File: config.mk
export PLATFORM = sky130hd
export DESIGN_NAME = branch_cond_unit
export DESIGN_NICKNAME = d
export VERILOG_FILES = /design/src/rtl/branch_cond_unit.sv
export SDC_FILE = /design/constraint.sdc
export NUM_CORES = 1
export LEC_CHECK = 0
export ABC_AREA = 0
export CORE_MARGIN = 2
export CORE_UTILIZATION = 47
export CTS_BUF_LIST = sky130_fd_sc_hd__clkbuf_16
export DETAILED_ROUTE_END_ITERATION = 6
export PLACE_DENSITY_LB_ADDON = 0.3
export SYNTH_ARGS = -nofsm -noshare
export SYNTH_HDL_FRONTEND = slang
export SYNTH_SLANG_ARGS = --single-unit
File: constraint.sdc
create_clock -name clk -period 2.4 [get_ports clk]
set_input_delay 0.72 -clock clk [delete_from_list [all_inputs] [get_ports clk]]
set_output_delay 0.72 -clock clk [all_outputs]
set_load 0.01 [all_outputs]
File: src/rtl/branch_cond_unit.sv
// Branch condition unit: evaluates a MIPS-style branch condition and next-PC,
// holds the result in a single ready/valid output register, and keeps
// saturating counts of transferred results.
module branch_cond_unit #(
  parameter int WIDTH = 32,
  parameter int PC_W  = 32,
  parameter int CNT_W = 16
) (
  input  logic             clk,
  input  logic             reset,
  input  logic             valid_in,
  output logic             ready_in,
  input  logic [2:0]       op,
  input  logic [WIDTH-1:0] rs,
  input  logic [WIDTH-1:0] rt,
  input  logic [PC_W-1:0]  pc,
  input  logic [15:0]      imm,
  output logic             valid_out,
  input  logic             ready_out,
  output logic             taken,
  output logic [PC_W-1:0]  target,
  output logic             bad_op,
  output logic             flush,
  input  logic             clear,
  output logic [CNT_W-1:0] taken_cnt,
  output logic [CNT_W-1:0] total_cnt
);

  localparam logic [PC_W-1:0]  PC_FOUR = PC_W'(4);
  localparam logic [CNT_W-1:0] CNT_ONE = CNT_W'(1);

  logic             valid_out_q, valid_out_d;
  logic             taken_q, taken_d;
  logic [PC_W-1:0]  target_q, target_d;
  logic             bad_op_q, bad_op_d;
  logic [CNT_W-1:0] taken_cnt_q, taken_cnt_d;
  logic [CNT_W-1:0] total_cnt_q, total_cnt_d;

  logic             in_xfer;
  logic             out_xfer;
  logic             rs_neg;
  logic             rs_zero;
  logic             cond;
  logic             reserved;
  logic [PC_W-1:0]  imm_ext;
  logic [PC_W-1:0]  pc_plus4;

  assign ready_in = !valid_out_q || ready_out;
  assign in_xfer  = valid_in && ready_in;
  assign out_xfer = valid_out_q && ready_out;
  assign flush    = out_xfer && taken_q;

  // Signed tests against zero reduce to the sign bit and a zero detect.
  assign rs_neg   = rs[WIDTH-1];
  assign rs_zero  = (rs == '0);
  assign reserved = op[2] && op[1];
  assign imm_ext  = {{(PC_W-16){imm[15]}}, imm};
  assign pc_plus4 = pc + PC_FOUR;

  always_comb begin
    cond = 1'b0;
    case (op)
      3'd0:    cond = (rs == rt);
      3'd1:    cond = (rs != rt);
      3'd2:    cond = rs_neg || rs_zero;
      3'd3:    cond = !rs_neg && !rs_zero;
      3'd4:    cond = rs_neg;
      3'd5:    cond = !rs_neg;
      default: cond = 1'b0;
    endcase
  end

  always_comb begin
    valid_out_d = valid_out_q;
    taken_d     = taken_q;
    target_d    = target_q;
    bad_op_d    = bad_op_q;
    if (in_xfer) begin
      valid_out_d = 1'b1;
      taken_d     = cond;
      bad_op_d    = reserved;
      target_d    = cond ? (pc_plus4 + (imm_ext << 2)) : pc_plus4;
    end else if (out_xfer) begin
      valid_out_d = 1'b0;
    end
  end

  // Clear wins over a coincident increment; both counters stick at all-ones.
  always_comb begin
    taken_cnt_d = taken_cnt_q;
    total_cnt_d = total_cnt_q;
    if (clear) begin
      taken_cnt_d = '0;
      total_cnt_d = '0;
    end else if (out_xfer) begin
      if (!(&total_cnt_q))
        total_cnt_d = total_cnt_q + CNT_ONE;
      if (taken_q && !(&taken_cnt_q))
        taken_cnt_d = taken_cnt_q + CNT_ONE;
    end
  end

  always_ff @(posedge clk or negedge reset) begin
    if (!reset) begin
      valid_out_q <= 1'b0;
      taken_q     <= 1'b0;
      target_q    <= '0;
      bad_op_q    <= 1'b0;
      taken_cnt_q <= '0;
      total_cnt_q <= '0;
    end else begin
      valid_out_q <= valid_out_d;
      taken_q     <= taken_d;
      target_q    <= target_d;
      bad_op_q    <= bad_op_d;
      taken_cnt_q <= taken_cnt_d;
      total_cnt_q <= total_cnt_d;
    end
  end

  assign valid_out = valid_out_q;
  assign taken     = taken_q;
  assign target    = target_q;
  assign bad_op    = bad_op_q;
  assign taken_cnt = taken_cnt_q;
  assign total_cnt = total_cnt_q;

endmodule

* Word-level counts from Yosys, hierarchy flattened
Index checks and enable logic that the tools add are counted.
** Storage, ports and cells
- Register bits :: 67
- Input bits :: 120
- Output and inout port bits :: 69
- Logic and storage cells :: 49
** Operators by class
- Add/subtract/negate cells :: 4
- Equal/unequal tests :: 8
- Muxes and demuxes :: 10
- Reduce and logical (&&, ||, !) cells :: 21
** Operator list (number)
- $mux 16 :: 6
- $add 16x1->16 const B :: 2
- $add 32x3->32 const B :: 1
- $add 32x32->32 :: 1
- $eq 32x32->1 :: 1
- $logic_not 32->1 :: 1
- $mux 32 :: 1
- $ne 32x32->1 :: 1
- $reduce_and 16->1 :: 2
- $eq 3x2->1 const B :: 2
- $eq 3x3->1 const B :: 2
- $logic_and 1x1->1 :: 6
- $pmux 1 s6 :: 1
- $reduce_bool 2->1 :: 3
- $logic_not 1->1 :: 4
- $reduce_and 2->1 :: 2
- $eq 3x1->1 const B :: 1
- $logic_not 3->1 :: 1
- $logic_or 1x1->1 :: 2
- $mux 1 :: 2
- $ne 2x2->1 const B :: 1

* Logic depth before layout (Yosys ltp)
Gate-level depths: netlist of the first run.
- Word-level depth :: 6
- Depth in mapped cells :: 18
- Depth with buffers taken out :: 17

* Least setup slack after synthesis of the first run
No wires, ideal clock.
- Kind :: input -> register
- From :: input port pc[5]
- To :: register target_q[30] (netlist: target[30])
- Arrival :: 3.500 ns
- Data required time :: 2.324 ns
- Setup slack :: -1.176 ns
- Stages on the path :: 16
- Buffers on the path :: 1
- Cells stage by stage :: and4_1 -> and3_1 -> nand2_1 -> nor2_1 -> nand4_1 -> xnor2_1 -> ha_1 -> clkbuf_1 -> nand4_1 -> or2_1 -> nor3_1 -> a22oi_1 -> a211oi_1 -> xor2_1 -> mux2i_1 -> o21ai_1
** Between the ends
- Longest elaborated chain between the ends :: 3
** RTL lines
- start: declaration :: RTL line 16 : input logic [PC_W-1:0] pc,
- $add 32x3->32 (*) :: RTL line 58 : assign pc_plus4 = pc + PC_FOUR;
- $add 32x32->32 :: RTL line 82 : target_d = cond ? (pc_plus4 + (imm_ext << 2)) : pc_plus4;
- $mux 32 (*) :: RTL line 82
- end signal: assignment :: RTL line 114 : target_q <= target_d;
- end: declaration :: RTL line 34 : logic [PC_W-1:0] target_q, target_d;
Mark *: on every way between the ends. The rest lies on a longest branch, timed or not.
A chain may end at the register's enable or synchronous reset.

* Final worst setup path of the first run
- From :: input port pc[13]
- To :: register target_q[30] (netlist: target[30])
The elaborated chain is that of the path after synthesis.

==> results of run 1 <==
==> synth_stat cells (10+ instances only) <==
| cell type | instances |
|---|---|
| a21o_1 | 17 |
| a21oi_1 | 57 |
| and3_1 | 14 |
| clkbuf_1 | 13 |
| dfrtp_1 | 67 |
| ha_1 | 39 |
| inv_1 | 10 |
| mux2i_1 | 12 |
| nand2_1 | 81 |
| nand3_1 | 25 |
| nand4_1 | 27 |
| nor2_1 | 67 |
| nor3_1 | 15 |
| nor4_1 | 16 |
| o21ai_0 | 47 |
| or3_1 | 12 |
| xnor2_1 | 34 |
| xor2_1 | 76 |
==> cell type report <==
class	count	area (um^2)	share of cell area (%)
tap	147	184	1.63
clock buffer	9	225	1.99
timing repair buffer	446	3770	33.3
clock inverter	7	101	0.897
multi-input combinational	593	5300	46.9
inverter	11	43.8	0.388
sequential	67	1680	14.8
==> timing repair <==
item,CTS,global route
pin swaps,107,121
setup endpoints to repair,33,36
resized for setup,411,183
setup buffers,44,40
gates cloned,2,0
==> how the worst max path moves through the flow <==
stage                 endpoint  slack (ns)
floorplan           target[30]       -0.90
global placement    target[28]       -2.10
detailed placement  target[28]       -2.13
CTS                 target[30]       -0.97
global route        target[29]       -1.75
finish              target[30]       -1.75
==> cells by family after synthesis <==
group,share of synthesized area [%]
compound gates,15.9
xor+xnor,17.0
fa+ha+maj,8.95
buf+inv,2.16
flops,29.6
mux,2.12
simple gates,24.3
==> worst reg2reg max path: cells and delay by family, from the launching register on <==
family / cells / cell delay [ns]
flip-flops: 1 / 0.47
XOR/XNOR: 1 / 0.22
AO/OA/AOI/OAI: 1 / 0.16
AND/OR/NAND/NOR: 7 / 1.45
==> layer usage <==
metal | vias up | GRT usage (%) | part of all wire, %
li1 | 3318 | - | -
met4 | 2 | 27.6 | 13
met5 | - | 0 | 0.022
met1 | 4139 | 48.7 | 30
met3 | 539 | 10.4 | 15
met2 | 1117 | 69.8 | 42
==> where the power goes <==
group	internal, uW	leakage, uW	switching [uW]
Clock	921	0.000158	612
Sequential	1240	0.000876	112
Combinational	1250	0.00399	1450
Total	3420	0.00502	2180
==> flip-flops by register name, indices dropped and copies added, names as in the netlist <==
register   count
taken_cnt     16
target        32
bad_op         1
valid_out      1
taken          1
total_cnt     16
==> per-stage QoR <==
step | std cells | instance area [um^2] | util [%] | power [uW] | TNS [ns]
2_1_floorplan | 689 | 5860 | - | 2070 | -12.87
3_3_place_gp | 1188 | 9220 | 77.4 | 3060 | -42.89
3_5_place_dp | 1188 | 9220 | 77.4 | 3110 | -45.28
4_1_cts | 1246 | 10400 | 87.1 | 4770 | -15.80
5_1_grt | 1280 | 11300 | 94.9 | 5660 | -34.71
6_report | 1280 | 11300 | 94.9 | 5590 | -32.94
==> results.txt, run 1 <==
Ports: 189
Chip Height: 114 um
failing checks: DRC, setup timing
Startpoint Class: input port
r2r startpoint: total_cnt[6]
RSZ-0062 raised after global routing: true
min Tclk post-route: 4.15 ns
Crit path largest cell delay: 0.35 ns
Routed Antenna Nets: 0
Post-synth EDFFs: 0
PwrDens: 495 mW/mm^2
Buffers & Inverters on Critical Path: 4
grt ovf: 0
worst slew pin tran: 0.769 ns
Yosys cell types: 54
Worst Path Required: 2.66 ns
Max Clk Rate: 241 MHz
post-DP HPWL: 17.6 mm
overall via count from detail_route: 9115
n_diodes: 0
Nets: 1288
share of layout cells above drive strength 1: 49.1%
endpoints failing setup: 33
H-tree Lvls: 3
Pins Over Slew Limit: 0
most common cell after layout, fill and taps aside: buf_4
Die W: 114 um
Starting Density: 47.6%
Remaining DRCs: 92
Crit path depth: 17
synthesized net count: 849
final cycle utilization of the critical path: 173%
status: finished, violations left
max_cap viols: 0
largest net degree at the start of global routing: 57
clk buf depth: 2
post-route worst setup slack: -1.75 ns
main flop type after synthesis: dfrtp_1
area delta synth->final: 99.2%
initial antenna violation count: 1
Root Driver: clkbuf_16
Critical Path, Cell by Cell: clkbuf_2, nand4_1, nor2_4, nand2_4, buf_4, buf_6, nor2_4, xor2_2, ha_4, buf_4, nand4_1, o21ai_0, a22oi_2, a211oi_2, xor2_1, mux2i_1, o21ai_1
Starting DRT DRC Count: 1765
IO Port Bufs: 188
Fill cells: 305
slowest CP cell: xor2_2
mapped cell area: 0.00567 mm^2
Routed WL: 40.2 mm
DR vias/cell: 7.12
R2R depth: 9
maximum vdd drop: 0.000497 V
post-place setup slack: -2.13 ns
Cell Rows: 40
endpoints failing hold: 0
hold crit path type: input port to asynchronous set/reset pin
CTS sink cnt: 67
Max-Slew Margin vs Limit: 48.2%
total track usage: 42.2%
Leakage: 0.00502 uW
Worst Setup End Kind: flip-flop
Cells after Synth: 689
WL/cell: 31.4 um
WP data arrival: 4.41 ns
clk_skew: 0.0207 ns
Syn Area/Cell: 8.23 um^2
post-synth top area share: 29.6%
top post-synthesis cells by area: dfrtp_1, xor2_1, ha_1
worst skew pair latency: 0.37 ns
yosys warns: 0
most frequent cells in the layout: buf_4, clkdlybuf4s50_1, nand2_1
r2r setup slk: -0.03 ns
RR Endpoint: total_cnt[7]
Async S/R FF share, synth: 100%
GP Congestion: 0.970
CTS Hold Buffers Added: 0
vias in the first global route: 8037
Top delay family on crit path: compound AO/OA/AOI/OAI gates
first-pass GRT wire length: 42.3 mm
total die area: 0.0130 mm^2
CP Max Fanout: 5
Clock transition at path regs: 0.06 ns
CTS tree: built
Yosys reg bits: 67
Crit Path Category: input port to flip-flop
register area share after synthesis: 29.6%
hold_ws: 0.380 ns
Critical path origin: pc[13]
CTS buffer count: 9
Yosys top cell by area: dfrtp_1
1st-pass router iterations: 7
Core ar.: 0.0119 mm^2
(Power assumes the default switching activity.)
==> run 2, diff against run 1 <==
Settings changed: RECOVER_POWER set to 25, SLEW_MARGIN set to 20.
==> run 2 against run 1 <==
Effect of this change: the flow still finishes with violations (DRC, setup timing); clock power is essentially flat; die area unchanged; design area decreased by 0.28%; critical path depth unchanged; sequential cell count stayed put; total power fell by 0.48%; combinational power hardly changed; final cell count stayed put; via count is essentially flat; setup slack better by 0.074 ns; non-clock buffer count unchanged; global-route usage stayed put; critical endpoint unchanged.
==> results.txt, run 2 (synthesis gave the netlist of run 1 again) <==
Crit path largest cell delay: 0.36 ns
number of flip-flops under the largest register name: 32
post-route worst setup slack: -1.68 ns
clock share of power: 27.4%
min Tclk post-route: 4.08 ns
endpoints failing setup: 33
Flop pwr share: 24.3%
CTS sink cnt: 67
endpoints failing hold: 0
Max-Slew Margin vs Limit: 14.2%
final cycle utilization of the critical path: 170%
internal power: 3410 uW
CTS buffer count: 9
n_diodes: 0
Switching Fraction: 38.8%
Root Driver: clkbuf_16
Switching Power: 2160 uW
IO Port Bufs: 188
Nets: 1288
post-DP HPWL: 17.6 mm
multi-input logic area: 0.00530 mm^2
1st-pass router iterations: 7
Crit Path Category: input port to flip-flop
Leakage: 0.00501 uW
Core ar.: 0.0119 mm^2
Clock transition at path regs: 0.06 ns
DR vias/cell: 7.12
Starting Density: 47.6%
share of layout cells above drive strength 1: 49.0%
Critical Path, Cell by Cell: clkbuf_2, nand4_1, nor2_4, nand2_4, buf_4, buf_6, nor2_4, xor2_2, ha_4, buf_4, nand4_1, o21ai_0, a22oi_2, a211oi_2, xor2_1, mux2i_1, o21ai_1
overall power: 5570 uW
WL/cell: 31.1 um
FF/Latch Area: 0.00168 mm^2
r2r setup slk: -0.03 ns
Worst Setup End Kind: flip-flop
vias in the first global route: 8037
CP Max Fanout: 5
Starting DRT DRC Count: 1742
Chip Height: 114 um
Worst Path Required: 2.66 ns
WP data arrival: 4.34 ns
R2R depth: 9
first-pass GRT wire length: 42.3 mm
total die area: 0.0130 mm^2
Fill cells: 309
Comb pwr share: 48.3%
CTS tree: built
Remaining DRCs: 36
Cell Rows: 40
failing checks: DRC, setup timing
Startpoint Class: input port
overall via count from detail_route: 9109
initial antenna violation count: 1
clk_skew: 0.0201 ns
grt ovf: 0
clk buf depth: 2
Routed Antenna Nets: 0
status: finished, violations left
PwrDens: 494 mW/mm^2
area delta synth->final: 98.6%
worst slew pin tran: 1.29 ns
max_cap viols: 0
Max Clk Rate: 245 MHz
H-tree Lvls: 3
worst skew pair latency: 0.36 ns
Worst Hold Depth: 2
hold crit path type: flip-flop to flip-flop
RSZ-0062 raised after global routing: true
Ports: 189
Routed WL: 39.8 mm
largest net degree at the start of global routing: 57
most common cell after layout, fill and taps aside: buf_4
most frequent cells in the layout: buf_4, clkdlybuf4s50_1, nand2_1
Pins Over Slew Limit: 0
slowest CP cell: o21ai_0
Die W: 114 um
maximum vdd drop: 0.000493 V
total track usage: 42.2%
GP Congestion: 0.970
Core Util, Final: 94.6%
-- run 2: cell count changes in the layout (fill, tap and decap cells not counted), sizes merged --
cell    before  now
buf        307  304
clkbuf      29   32
-- run 2: final timing paths --
path,startpoint,to
min in group asynchronous,reset,total_cnt[5]
worst max register to register,total_cnt[6],total_cnt[7]
worst min-delay path,target[9],target[9]
worst max-delay path,pc[13],target[30]
max in group asynchronous,reset,taken_cnt[8]
worst min register to register,target[9],target[9]
-- run 2: repair_timing --
item	4_1_cts	5_1_grt
cloned	2	0
hold buffers	0	0
pin swaps	107	121
gates resized for setup	411	183
setup endpoints to repair	33	36
buffers inserted	44	40
-- run 2: final cells by class --
type | instances | share of cell area, %
Clock inverter | 7 | 0.899
Inverter | 11 | 0.389
Clock buffer | 9 | 2.00
Sequential cell | 67 | 14.9
Multi-Input combinational cell | 593 | 47.0
Tap cell | 147 | 1.63
Timing Repair Buffer | 446 | 33.2
-- run 2: critical path, delay by kind of cell --
kind	cells	cell delay (ns)
adders and majority gates	1	0.26
xor gates and xnor gates	2	0.62
muxes	1	0.15
AOI/OAI and AO/OA	4	1.00
and+or+nand+nor	5	0.95
buffers and inverters	4	0.63
-- run 2: routing by layer --
metal	vias up	track usage, %	wire, um
met5	-	0	9
met4	2	27.6	5540
met3	545	10.4	5660
met2	1131	69.8	16600
met1	4101	48.7	12000
li1	3330	-	-
-- run 2: power groups by stage --
stage | Clock (uW) | Combinational [uW] | Sequential [uW]
2_1_floorplan | 0 | 686 | 1380
3_3_place_gp | 0 | 1730 | 1330
3_5_place_dp | 0 | 1770 | 1340
4_1_cts | 1440 | 2000 | 1330
5_1_grt | 1560 | 2740 | 1360
6_report | 1530 | 2690 | 1350
-- run 2: stage by stage --
stage	worst slack (ns)	TNS [ns]	instance area, um^2	hold WS [ns]	std cells
after detailed placement	-2.13	-45.28	9220	0.474	1188
after global placement	-2.10	-42.89	9220	0.463	1188
final	-1.68	-31.25	11300	0.533	1280
after floorplan	-0.904	-12.87	5860	0.424	689
after CTS	-0.970	-15.80	10400	0.373	1246
after global routing	-1.75	-34.71	11300	0.539	1280
==> run 3, diff against run 2 <==
Settings changed: CORE_MARGIN 2 to 3.
Clock period 2.4 ns to 4.1 ns, I/O delays scaled along.
==> run 3 against run 2 <==
Effect of this change: the run ends with capacitance limit, slew limit left; sequential cell count stayed put; highest routed layer is now met4; wire length shrank 43%; via count down 24%; critical path type unchanged; register-to-register slack improved by 1.6 ns; clock skew is 0.013 ns lower; sequential power is 43% lower; sequential share of layout area is 2.5 points higher; setup slack improved by 1.8 ns; final cell count is 8.0% lower.
==> results.txt, run 3 (synthesis gave the netlist of run 1 again) <==
status: finished, violations left
failing checks: capacitance limit, slew limit
Starting DRT DRC Count: 797
Worst Path Required: 4.28 ns
WP data arrival: 4.20 ns
largest net degree at the start of global routing: 57
Cell Rows: 39
Clock transition at path regs: 0.06 ns
r2r startpoint: total_cnt[6]
CTS buffer count: 9
Root Driver: clkbuf_16
share of layout cells above drive strength 1: 25.4%
most common cell after layout, fill and taps aside: clkdlybuf4s50_1
Setup TNS: 0 ns
Die W: 116 um
Startpoint Class: input port
worst skew pair latency: 0.33 ns
overall via count from detail_route: 6919
H-tree Lvls: 3
initial antenna violation count: 0
Routed WL: 22.7 mm
most frequent cells in the layout: clkdlybuf4s50_1, buf_4, nand2_1
CTS sink cnt: 67
# placed instances: 1143
WL/cell: 19.3 um
Core ar.: 0.0116 mm^2
CTS tree: built
Chip Height: 116 um
endpoints failing hold: 0
number of flip-flops under the largest register name: 32
maximum vdd drop: 0.000237 V
DR vias/cell: 5.87
Routed Antenna Nets: 0
GP Congestion: 0.920
CTS Hold Buffers Added: 0
RR Endpoint: total_cnt[11]
hold crit path type: flip-flop to flip-flop
Worst Setup End Kind: flip-flop
clk buf depth: 2
hold_ws: 0.468 ns
crit path capture: target[22]
grt ovf: 0
Ports: 189
worst slew pin tran: 2.65 ns
Core Util, Final: 83.2%
Max Clk Rate: 248 MHz
post-DP HPWL: 16.2 mm
total track usage: 30.7%
overall power: 2730 uW
Max-Slew Margin vs Limit: -77.0%
n_diodes: 0
total die area: 0.0134 mm^2
Crit Path Category: input port to flip-flop
Critical path origin: pc[7]
clk_skew: 0.00668 ns
PwrDens: 282 mW/mm^2
IO Port Bufs: 188
endpoints failing setup: 0
R2R depth: 8
Starting Density: 48.8%
area delta synth->final: 70.3%
1st-pass router iterations: 6
vias in the first global route: 6716
Remaining DRCs: 0
CP Max Fanout: 5
final non-filler cell total: 1178
final cycle utilization of the critical path: 98.2%
max_cap viols: 1
Pins Over Slew Limit: 51
min Tclk post-route: 4.03 ns
Nets: 1190
r2r setup slk: 1.58 ns
Leakage: 0.00433 uW
first-pass GRT wire length: 32.9 mm
-- run 3: changes by cell type in the layout (fill, tap and decap cells not counted), sizes merged, moves of 2 or more --
cell	previous run	this run
dlygate4sd2	9	0
dlymetal6s2s	0	10
clkbuf	32	17
buf	304	160
clkdlybuf4s15	11	0
clkinv	3	1
clkdlybuf4s50	99	170
-- run 3: layer usage --
| metal | GRT usage, % | routed length, um | share of wire, % |
|---|---|---|---|
| met5 | 0 | 0 | 0 |
| met4 | 9.05 | 836 | 3.7 |
| met3 | 4.07 | 1290 | 5.7 |
| met2 | 54.4 | 11500 | 51 |
| met1 | 39.0 | 9090 | 40 |
-- run 3: layout make-up --
type | instances | area, um^2
tap | 143 | 179
inverter | 11 | 41.3
multi-input combinational | 593 | 4340
clock inverter | 7 | 115
fill | 676 | 1950
sequential | 67 | 1680
clock buffer | 9 | 225
timing repair buffer | 348 | 3090
-- run 3: how the worst min path moves through the flow --
| stage | start | endpoint | cells past startpoint |
|---|---|---|---|
| after global routing | bad_op | bad_op | 2 |
| after detailed placement | bad_op | bad_op | 2 |
| after global placement | bad_op | bad_op | 2 |
| after CTS | bad_op | bad_op | 2 |
| after floorplan | bad_op | bad_op | 2 |
| final | bad_op | bad_op | 2 |
-- run 3: power by group --
group / switching [uW] / internal, uW
combinational: 512 / 557
sequential: 46.1 / 729
clock: 291 / 592
total: 849 / 1880
-- run 3: repair_timing --
action | CTS | global route
endpoints found under the setup margin | 19 | 16
resized for setup | 62 | 59
endpoints found under the hold margin | 0 | 0
pin swaps | 39 | 29
setup buffers | 14 | 5
-- run 3: stage by stage --
stage	setup slack [ns]	cell area [um^2]
after floorplan	0.0141	5670
after global placement	-0.637	8720
after detailed placement	-0.691	8720
after CTS	0.00949	9380
after global routing	-0.0527	9660
final	0.0739	9660
-- run 3: critical path, cell delays in order --
cell and delay [ns]:
clkbuf_2 0.11, and4_4 0.24, buf_4 0.13, nand3_2 0.13, buf_6 0.17, nor3_4 0.18, xnor2_2 0.22, ha_4 0.28
a21o_1 0.22, a21o_1 0.20, a21oi_2 0.19, a21boi_2 0.23, o21ai_0 0.13, xor2_1 0.17, mux2i_1 0.25, o21ai_0 0.13
